[src/rtl/mux_nt1_pipe_pkg.sv]
// Shared definitions for the registered N-to-1 multiplexer.
//   clog2        : ceiling log2, used to size/qualify the select range check
//   ST_*         : skid buffer occupancy encodings
//   buf_state_t  : typed view of the occupancy register (2'd3 is unreachable)
package mux_pkg;

  localparam logic [1:0] ST_EMPTY = 2'd0;
  localparam logic [1:0] ST_ONE   = 2'd1;
  localparam logic [1:0] ST_TWO   = 2'd2;

  typedef enum logic [1:0] {
    BUF_EMPTY = ST_EMPTY,
    BUF_ONE   = ST_ONE,
    BUF_TWO   = ST_TWO,
    BUF_BAD   = 2'd3
  } buf_state_t;

  function automatic int clog2(input int n);
    int r;
    r = 0;
    for (int i = 0; i < 31; i++) begin
      if ((1 << i) < n) r = i + 1;
    end
    return r;
  endfunction

endpackage

[src/rtl/mux_nt1_pipe_if.sv]
// Handshake/data bundle for mux_nt1_pipe.
//   I, s, s_lock, in_valid : upstream operands, select and valid
//   in_ready               : block can accept
//   o, out_valid, out_ready: downstream word and handshake
//   s_q, sel_err           : latched select and sticky out-of-range flag
// master = the side that drives operands and consumes results; slave = the mux.
interface mux_nt1_pipe_if #(
  parameter int WIDTH = 5,
  parameter int NUM   = 4,
  parameter int SEL_W = 2
);
  logic [NUM*WIDTH-1:0] I;
  logic [SEL_W-1:0]     s;
  logic                 s_lock;
  logic                 in_valid;
  logic                 in_ready;
  logic [WIDTH-1:0]     o;
  logic                 out_valid;
  logic                 out_ready;
  logic [SEL_W-1:0]     s_q;
  logic                 sel_err;

  modport master (
    output I, s, s_lock, in_valid, out_ready,
    input  in_ready, o, out_valid, s_q, sel_err
  );

  modport slave (
    input  I, s, s_lock, in_valid, out_ready,
    output in_ready, o, out_valid, s_q, sel_err
  );
endinterface

[src/rtl/mux_nt1_pipe_skid_buf.sv]
// Two-entry skid buffer with valid/ready on both sides.
//   clk, rst (sync, active-low)
//   push_valid/push_data/push_ready : upstream side
//   pop_valid/pop_data/pop_ready    : downstream side (pop_data = head register)
// push_ready and pop_valid decode the state register only, so there is no
// combinational path from pop_ready to push_ready.
//
//   state     | meaning
//   BUF_EMPTY | no word held
//   BUF_ONE   | word in head, skid free
//   BUF_TWO   | head and skid both full, upstream stalled
//   BUF_BAD   | unreachable, recovers to BUF_EMPTY
module mux_skid_buf
  import mux_pkg::*;
#(
  parameter int WIDTH = 5
) (
  input  logic             clk,
  input  logic             rst,
  input  logic             push_valid,
  input  logic [WIDTH-1:0] push_data,
  output logic             push_ready,
  output logic             pop_valid,
  output logic [WIDTH-1:0] pop_data,
  input  logic             pop_ready
);

  buf_state_t       state_q, state_d;
  logic [WIDTH-1:0] head_q, head_d;
  logic [WIDTH-1:0] skid_q, skid_d;
  logic             push;
  logic             pop;

  assign push_ready = (state_q != BUF_TWO);
  assign pop_valid  = (state_q == BUF_ONE) || (state_q == BUF_TWO);
  assign pop_data   = head_q;

  assign push = push_valid & push_ready;
  assign pop  = pop_valid & pop_ready;

  always_comb begin
    state_d = state_q;
    head_d  = head_q;
    skid_d  = skid_q;
    case (state_q)
      BUF_EMPTY: begin
        if (push) begin
          head_d  = push_data;
          state_d = BUF_ONE;
        end
      end
      BUF_ONE: begin
        if (push && pop) begin
          head_d = push_data;
        end else if (push) begin
          skid_d  = push_data;
          state_d = BUF_TWO;
        end else if (pop) begin
          state_d = BUF_EMPTY;
        end
      end
      BUF_TWO: begin
        if (pop) begin
          head_d  = skid_q;
          state_d = BUF_ONE;
        end
      end
      BUF_BAD: state_d = BUF_EMPTY;
    endcase
  end

  always_ff @(posedge clk) begin
    if (!rst) begin
      state_q <= BUF_EMPTY;
      head_q  <= '0;
      skid_q  <= '0;
    end else begin
      state_q <= state_d;
      head_q  <= head_d;
      skid_q  <= skid_d;
    end
  end

endmodule

[src/rtl/mux_nt1_pipe.sv]
// Registered N-to-1 multiplexer with valid/ready handshake and 2-entry skid buffer.
//   clk  : rising-edge clock
//   rst  : synchronous active-low reset
//   bus  : mux_nt1_pipe_if.slave (operands, select, handshakes, s_q, sel_err)
// Holds the select latch, the index decode with range check, the sticky
// sel_err flag, and feeds the captured word into the skid buffer.
module mux_nt1_pipe
  import mux_pkg::*;
#(
  parameter int          WIDTH   = 5,
  parameter int          NUM     = 4,
  parameter int          SEL_W   = 2,
  parameter int unsigned DEFAULT = 0
) (
  input logic           clk,
  input logic           rst,
  mux_nt1_pipe_if.slave bus
);

  // Out-of-range selects exist only when the select field can encode more
  // values than there are inputs; otherwise the comparator folds away.
  localparam bit SEL_CAN_OOR = (SEL_W > clog2(NUM)) || (NUM != (1 << clog2(NUM)));

  logic [SEL_W-1:0] s_q_q, s_q_d;
  logic             sel_err_q, sel_err_d;
  logic [SEL_W-1:0] es;
  logic [WIDTH-1:0] cap_word;
  logic             sel_oor;
  logic             accept;
  logic             in_ready_w;
  logic             out_valid_w;
  logic [WIDTH-1:0] o_w;

  assign es     = bus.s_lock ? s_q_q : bus.s;
  assign accept = bus.in_valid & in_ready_w;

  always_comb begin
    cap_word = WIDTH'(DEFAULT);
    sel_oor  = 1'b0;
    if (SEL_CAN_OOR && (int'(es) >= NUM)) sel_oor = 1'b1;
    for (int k = 0; k < NUM; k++) begin
      if (int'(es) == k) cap_word = bus.I[k*WIDTH +: WIDTH];
    end
  end

  always_comb begin
    s_q_d     = s_q_q;
    sel_err_d = sel_err_q;
    if (accept && !bus.s_lock) s_q_d = bus.s;
    if (accept && sel_oor)     sel_err_d = 1'b1;
  end

  always_ff @(posedge clk) begin
    if (!rst) begin
      s_q_q     <= '0;
      sel_err_q <= 1'b0;
    end else begin
      s_q_q     <= s_q_d;
      sel_err_q <= sel_err_d;
    end
  end

  mux_skid_buf #(.WIDTH(WIDTH)) u_skid (
    .clk        (clk),
    .rst        (rst),
    .push_valid (bus.in_valid),
    .push_data  (cap_word),
    .push_ready (in_ready_w),
    .pop_valid  (out_valid_w),
    .pop_data   (o_w),
    .pop_ready  (bus.out_ready)
  );

  assign bus.in_ready  = in_ready_w;
  assign bus.out_valid = out_valid_w;
  assign bus.o         = o_w;
  assign bus.s_q       = s_q_q;
  assign bus.sel_err   = sel_err_q;

endmodule

[src/flat_wrapper.sv]
// flat-port wrapper written by rule: the top's interface ports become plain ports
module mux_nt1_pipe_flat import mux_pkg::*;
#(
  parameter int          WIDTH   = 5,
  parameter int          NUM     = 4,
  parameter int          SEL_W   = 2,
  parameter int unsigned DEFAULT = 0
)
  (clk, rst, bus_I, bus_s, bus_s_lock, bus_in_valid, bus_out_ready, bus_in_ready, bus_o, bus_out_valid, bus_s_q, bus_sel_err);
  mux_nt1_pipe_if #(.WIDTH(WIDTH), .NUM(NUM), .SEL_W(SEL_W)) bus_i ();
  input logic clk;
  input logic rst;
  input wire logic [$bits(bus_i.I)-1:0] bus_I;
  input wire logic [$bits(bus_i.s)-1:0] bus_s;
  input wire logic [$bits(bus_i.s_lock)-1:0] bus_s_lock;
  input wire logic [$bits(bus_i.in_valid)-1:0] bus_in_valid;
  input wire logic [$bits(bus_i.out_ready)-1:0] bus_out_ready;
  output wire logic [$bits(bus_i.in_ready)-1:0] bus_in_ready;
  output wire logic [$bits(bus_i.o)-1:0] bus_o;
  output wire logic [$bits(bus_i.out_valid)-1:0] bus_out_valid;
  output wire logic [$bits(bus_i.s_q)-1:0] bus_s_q;
  output wire logic [$bits(bus_i.sel_err)-1:0] bus_sel_err;
  assign bus_i.I = bus_I;
  assign bus_i.s = bus_s;
  assign bus_i.s_lock = bus_s_lock;
  assign bus_i.in_valid = bus_in_valid;
  assign bus_i.out_ready = bus_out_ready;
  assign bus_in_ready = bus_i.in_ready;
  assign bus_o = bus_i.o;
  assign bus_out_valid = bus_i.out_valid;
  assign bus_s_q = bus_i.s_q;
  assign bus_sel_err = bus_i.sel_err;
  mux_nt1_pipe #(.WIDTH(WIDTH), .NUM(NUM), .SEL_W(SEL_W), .DEFAULT(DEFAULT)) u_core (.clk(clk), .rst(rst), .bus(bus_i));
endmodule
[config.mk]
export PLATFORM = sky130hd
export DESIGN_NAME = mux_nt1_pipe_flat
export DESIGN_NICKNAME = d
export VERILOG_FILES = /design/src/rtl/mux_nt1_pipe_pkg.sv /design/src/rtl/mux_nt1_pipe_if.sv /design/src/rtl/mux_nt1_pipe_skid_buf.sv /design/src/rtl/mux_nt1_pipe.sv /design/src/flat_wrapper.sv
export SDC_FILE = /design/constraint.sdc
export NUM_CORES = 1
export LEC_CHECK = 0
export CAP_MARGIN = 20
export CORE_ASPECT_RATIO = 0.75
export CORE_UTILIZATION = 44
export DETAILED_ROUTE_END_ITERATION = 10
export PLACE_DENSITY = 0.82
export SETUP_SLACK_MARGIN = 0.15
export SKIP_LAST_GASP = 1
export SYNTH_ARGS = -nofsm -noshare
export SYNTH_HDL_FRONTEND = slang
export SYNTH_SLANG_ARGS = --single-unit
[constraint.sdc]
create_clock -name clk -period 3.1 [get_ports clk]
set_input_delay 0.465 -clock clk [delete_from_list [all_inputs] [get_ports clk]]
set_output_delay 0.465 -clock clk [all_outputs]
set_load 0.01 [all_outputs]
After elaboration in Yosys (flattened, before gate mapping)
Index checks and enable logic that the tools add are counted.

Word-level logic and storage cells: 44. Input port bits: 27. Flip-flop bits (word level): 14. Output and inout bits: 10.

Reduce and logical (&&, ||, !) cells: 10. Multiplexer cells: 15. Bitwise gates (word level): 3. Equality and inequality tests: 12.

Operators with widths (number): 5-bit 2-to-1 mux (7); 5-bit case mux with 3 select lines (1); 2-bit 2-to-1 mux (6); 2-bit == test (second input constant) (4); 2-bit case mux with 4 select lines (1); 4-bit AND reduction (2); 2-bit inequality test (second input constant) (3); 2-bit by 1-bit == test with 1-bit output (second input constant) (2); 2-bit zero test (2); 2-bit by 1-bit inequality test with 1-bit output (second input constant) (2); 3-bit by 2-bit inequality test with 1-bit output (second input constant) (1); 3-bit AND reduction (1); 3-bit nonzero test (1); 1-bit bitwise AND (2); 1-bit logical AND (2); 1-bit zero test (1); 1-bit logical OR (1); 1-bit inverter (1).

Depth between registers and ports, before layout
Depth in word-level cells: 8. Mapped depth: 8.

Hierarchy
Synthesis repeated with hierarchy kept, for this count alone.

Cell total of the unflattened synthesis: 95. Area, all modules: 932.1 um2.

By module, submodules not included: mux_skid_buf (times used 1, cells an instance 79, area each 695.7 um2); mux_nt1_pipe (times used 1, cells an instance 16, area each 236.5 um2).

Worst setup path before layout
Ideal clock, no wire load.

Path type: flip-flop to flip-flop. Start: register u_core.u_skid.state_q[0]. End: register u_core.u_skid.head_q[0] (netlist: u_core.u_skid.pop_data[0]). Required time: 3.030 ns. Clock period less this slack: 1.791 ns. Slack: 1.309 ns. Setup time: 0.070 ns. Stages on the path, launching flop included: 9. Arrival time: 1.721 ns. Cell sequence: dfxtp_1 inv_1 ha_1 buf_6 nand2b_4 o2bb2ai_1 a211oi_2 o21ai_0 a21oi_1.

Word-level cells in the longest chain between the ends: 6.

Ends and longest elaborated chain: from (decl) (RTL line mux_nt1_pipe_skid_buf.sv:28) `buf_state_t state_q, state_d;`; from (signal assigned) (RTL line mux_nt1_pipe_skid_buf.sv:78) `state_q <= state_d;`; 2-bit by 1-bit == test with 1-bit output / 2-bit == test (equally long branches) (RTL line mux_nt1_pipe_skid_buf.sv:35, mux_nt1_pipe_skid_buf.sv:45); 1-bit logical OR (RTL line mux_nt1_pipe_skid_buf.sv:35) `assign pop_valid = (state_q == BUF_ONE) || (state_q == BUF_TWO);`; 1-bit bitwise AND (RTL line mux_nt1_pipe_skid_buf.sv:39) `assign pop = pop_valid & pop_ready;`; 1-bit logical AND (RTL line mux_nt1_pipe_skid_buf.sv:53) `if (push && pop) begin`; 2-bit by 1-bit inequality test with 1-bit output (no line); 4-bit AND reduction (no line); to (signal assigned) (RTL line mux_nt1_pipe_skid_buf.sv:75) `head_q <= '0;`; to (signal assigned) (RTL line mux_nt1_pipe_skid_buf.sv:79) `head_q <= head_d;`; to (decl) (RTL line mux_nt1_pipe_skid_buf.sv:29) `logic [WIDTH-1:0] head_q, head_d;`.

Several ways; a longest one is shown, not always the timed one. A chain may end at the register's enable or synchronous reset.

Worst setup path in the final report
Start: register u_core.u_skid.state_q[0]. End: register u_core.u_skid.head_q[1] (netlist: u_core.u_skid.pop_data[1]).

The elaborated chain is that of the path after synthesis.

==> impl_metrics.json <==
{
  "status": "finished clean",
  "cp_slowest_cell": "a211oi_2",
  "critPathCaptureType": "flip-flop",
  "critical_path.max_fanout": 10,
  "htree_num_levels": 1,
  "p_leak_nw": 0.454,
  "avgSynthCellArea_um2": 10.8,
  "cts_hold_buf": 0,
  "cts_root_buf": "clkbuf_4",
  "synth_flop_cell": "dfxtp_1",
  "viasPerCell": 5.65,
  "overflow": 0,
  "dpl_cell_area_um2": 1180,
  "wire_per_inst_um": 14.4,
  "slew_viol_final": 0,
  "syn_nets": 109,
  "hold_class": "flip-flop to flip-flop",
  "timing.setup.tns_ns": 0,
  "dr_total_vias": 763,
  "ys_ff_latch": 14,
  "path_class": "flip-flop to flip-flop",
  "core_um2": 1760,
  "cp.depth": 7,
  "slew_headroom": 0.576,
  "drtPass1Iterations": 4,
  "fp.dieH_um": 39.6,
  "port_buffers": 35,
  "ant_nets": 0,
  "power_frac_comb": 0.370,
  "layout.cells.most_common": "clkdlybuf4s50_1",
  "powerDensity_nw_per_um2": 461,
  "place.gp.congestion": 0.796,
  "hold_depth": 1,
  "drc": 0,
  "drv_cap": 0,
  "design.die.area_um2": 2060,
  "grtUsageTotal": 0.212,
  "syn_inst": 77,
  "start_util": 0.472,
  "max-vdd-ir-drop_mv": 0.277,
  "p_switching_mw": 0.168,
  "grt_setup_unrepaired": "no",
  "hpwl_mm": 1.57,
  "cts_setup_buffers": 0,
  "clock.fmax_mhz": 455,
  "ctsLongestPathBuffers": 2,
  "io_pins": 37,
  "fp.dieW_um": 52.1,
  "r2r_cells": 7,
  "antenna_found_initial": 0,
  "path_cells": "inv_1, ha_1, nand2b_4, o2bb2ai_1, a211oi_2, o21ai_0, a21oi_1",
  "final_util": 0.695,
  "grt_pass1_wl_mm": 2.99,
  "seqPwrFrac": 0.395,
  "grt_max_degree": 12,
  "synth.cell_area_um2": 830,
  "fin_area_um2": 1220,
  "num_rows": 13,
  "num_antenna_cells": 0,
  "final_cell_mix": "35 x clkdlybuf4s50_1, 14 x dfxtp_1, 9 x o21ai_0",
  "post_cts_resized": 0,
  "worstPathRequired_ns": 3.32,
  "cts.sinks": 14,
  "startpoint_type": "flip-flop",
  "drt_iter0_drc": 10,
  "drive_above_1_share": 0.106,
  "synth-edff-count": 0,
  "setup_viol": 0,
  "cts_tree": "done",
  "clk_pin_slew_ns": 0.08,
  "fin_crit_ns": 2.20,
  "max_stage_delay_ns": 0.56,
  "p_int_mw": 0.394,
  "clock_power_share": 0.235,
  "switching_share": 0.299,
  "postSynth.asyncResetShare": 0,
  "skew_ns": 0.00313,
  "yosys_warnings": 0,
  "cts_buffers": 3,
  "routed_wl_mm": 1.95,
  "hold_viol": 0,
  "arrival_ns": 2.42,
  "timing.hold.ws_ns": 0.483,
  "fin_nets": 146,
  "grt_pass1_vias": 717,
  "worstMarginPinSlew_ns": 0.630,
  "ys_seq_area_frac": 0.338,
  "insertion_delay_ns": 0.29,
  "crit_buf_inv": 1,
  "min_period_over_period": 0.709,
  "crit_family": "compound AO/OA/AOI/OAI gates",
  "synthToLayoutAreaGrowth_pct": 47.2,
  "synth.distinct_cells": 26
}
path summary, 6_finish.rpt:
path	start	endpoint	slack (ns)
setup / recovery	u_core.u_skid.state_q[0]	u_core.u_skid.pop_data[1]	0.90
setup reg to reg	u_core.u_skid.state_q[0]	u_core.u_skid.pop_data[1]	0.90
hold / removal	u_core.u_skid.skid_q[3]	u_core.u_skid.skid_q[3]	0.48
hold reg to reg	u_core.u_skid.skid_q[3]	u_core.u_skid.skid_q[3]	0.48
cells by family (layout without fill, tap and decap cells):
kind of cell / after synthesis / in the layout / share of synthesized area
simple gates: 11 / 11 / 0.0845
compound gates: 28 / 28 / 0.222
flops: 14 / 14 / 0.338
fa+ha+maj: 5 / 5 / 0.0754
other cells: 1 / 1 / 0.00452
mux: 12 / 12 / 0.235
buf+inv: 6 / 42 / 0.0407
metrics by stage:
stage | worst slack, ns | total power, mW | instances
4_1_cts | 0.920 | 0.563 | 135
2_1_floorplan | 1.31 | 0.336 | 77
3_3_place_gp | 0.689 | 0.427 | 131
6_report | 0.903 | 0.562 | 135
5_1_grt | 0.656 | 0.591 | 135
3_5_place_dp | 0.654 | 0.433 | 131
sequential cells by signal, summed over array words and instances (netlist names):
signal                  cells
u_core.bus.s_q              2
u_core.u_skid.pop_data      5
u_core.u_skid.skid_q        5
u_core.u_skid.state_q       2
power by group through the flow:
stage / sequential [mW] / clock (mW) / combinational (mW)
final: 0.222 / 0.132 / 0.208
after global routing: 0.225 / 0.140 / 0.225
after CTS: 0.222 / 0.133 / 0.208
after detailed placement: 0.226 / 0 / 0.208
after global placement: 0.226 / 0 / 0.201
after floorplan: 0.231 / 0 / 0.105
layer usage:
metal | global-route usage | up-vias | wire length, µm
met3 | 0.0504 | 3 | 121
li1 | - | 365 | -
met1 | 0.249 | 359 | 890
met5 | 0 | - | 0
met4 | 0.112 | 0 | 32
met2 | 0.362 | 36 | 901
Yosys cell counts, types with 3 or more instances:
| library cell | n | share of area |
|---|---|---|
| mux2i_1 | 6 | 0.072 |
| a22o_1 | 5 | 0.053 |
| a21oi_1 | 6 | 0.036 |
| o21ai_0 | 9 | 0.054 |
| dfxtp_1 | 14 | 0.34 |
| mux4_2 | 5 | 0.14 |
| ha_1 | 5 | 0.075 |
| nand2_1 | 3 | 0.014 |
| a21boi_0 | 5 | 0.045 |
| inv_1 | 3 | 0.014 |
area by class of cell:
type                    instances  area [µm²]
clock buffers                   4        36.3
fillers                       138         536
repair buffers                 35         350
multi-input cells              57         515
flip-flops and latches         14         280
inverters                       3        11.3
well taps                      22        27.5
(Power assumes the default switching activity.)
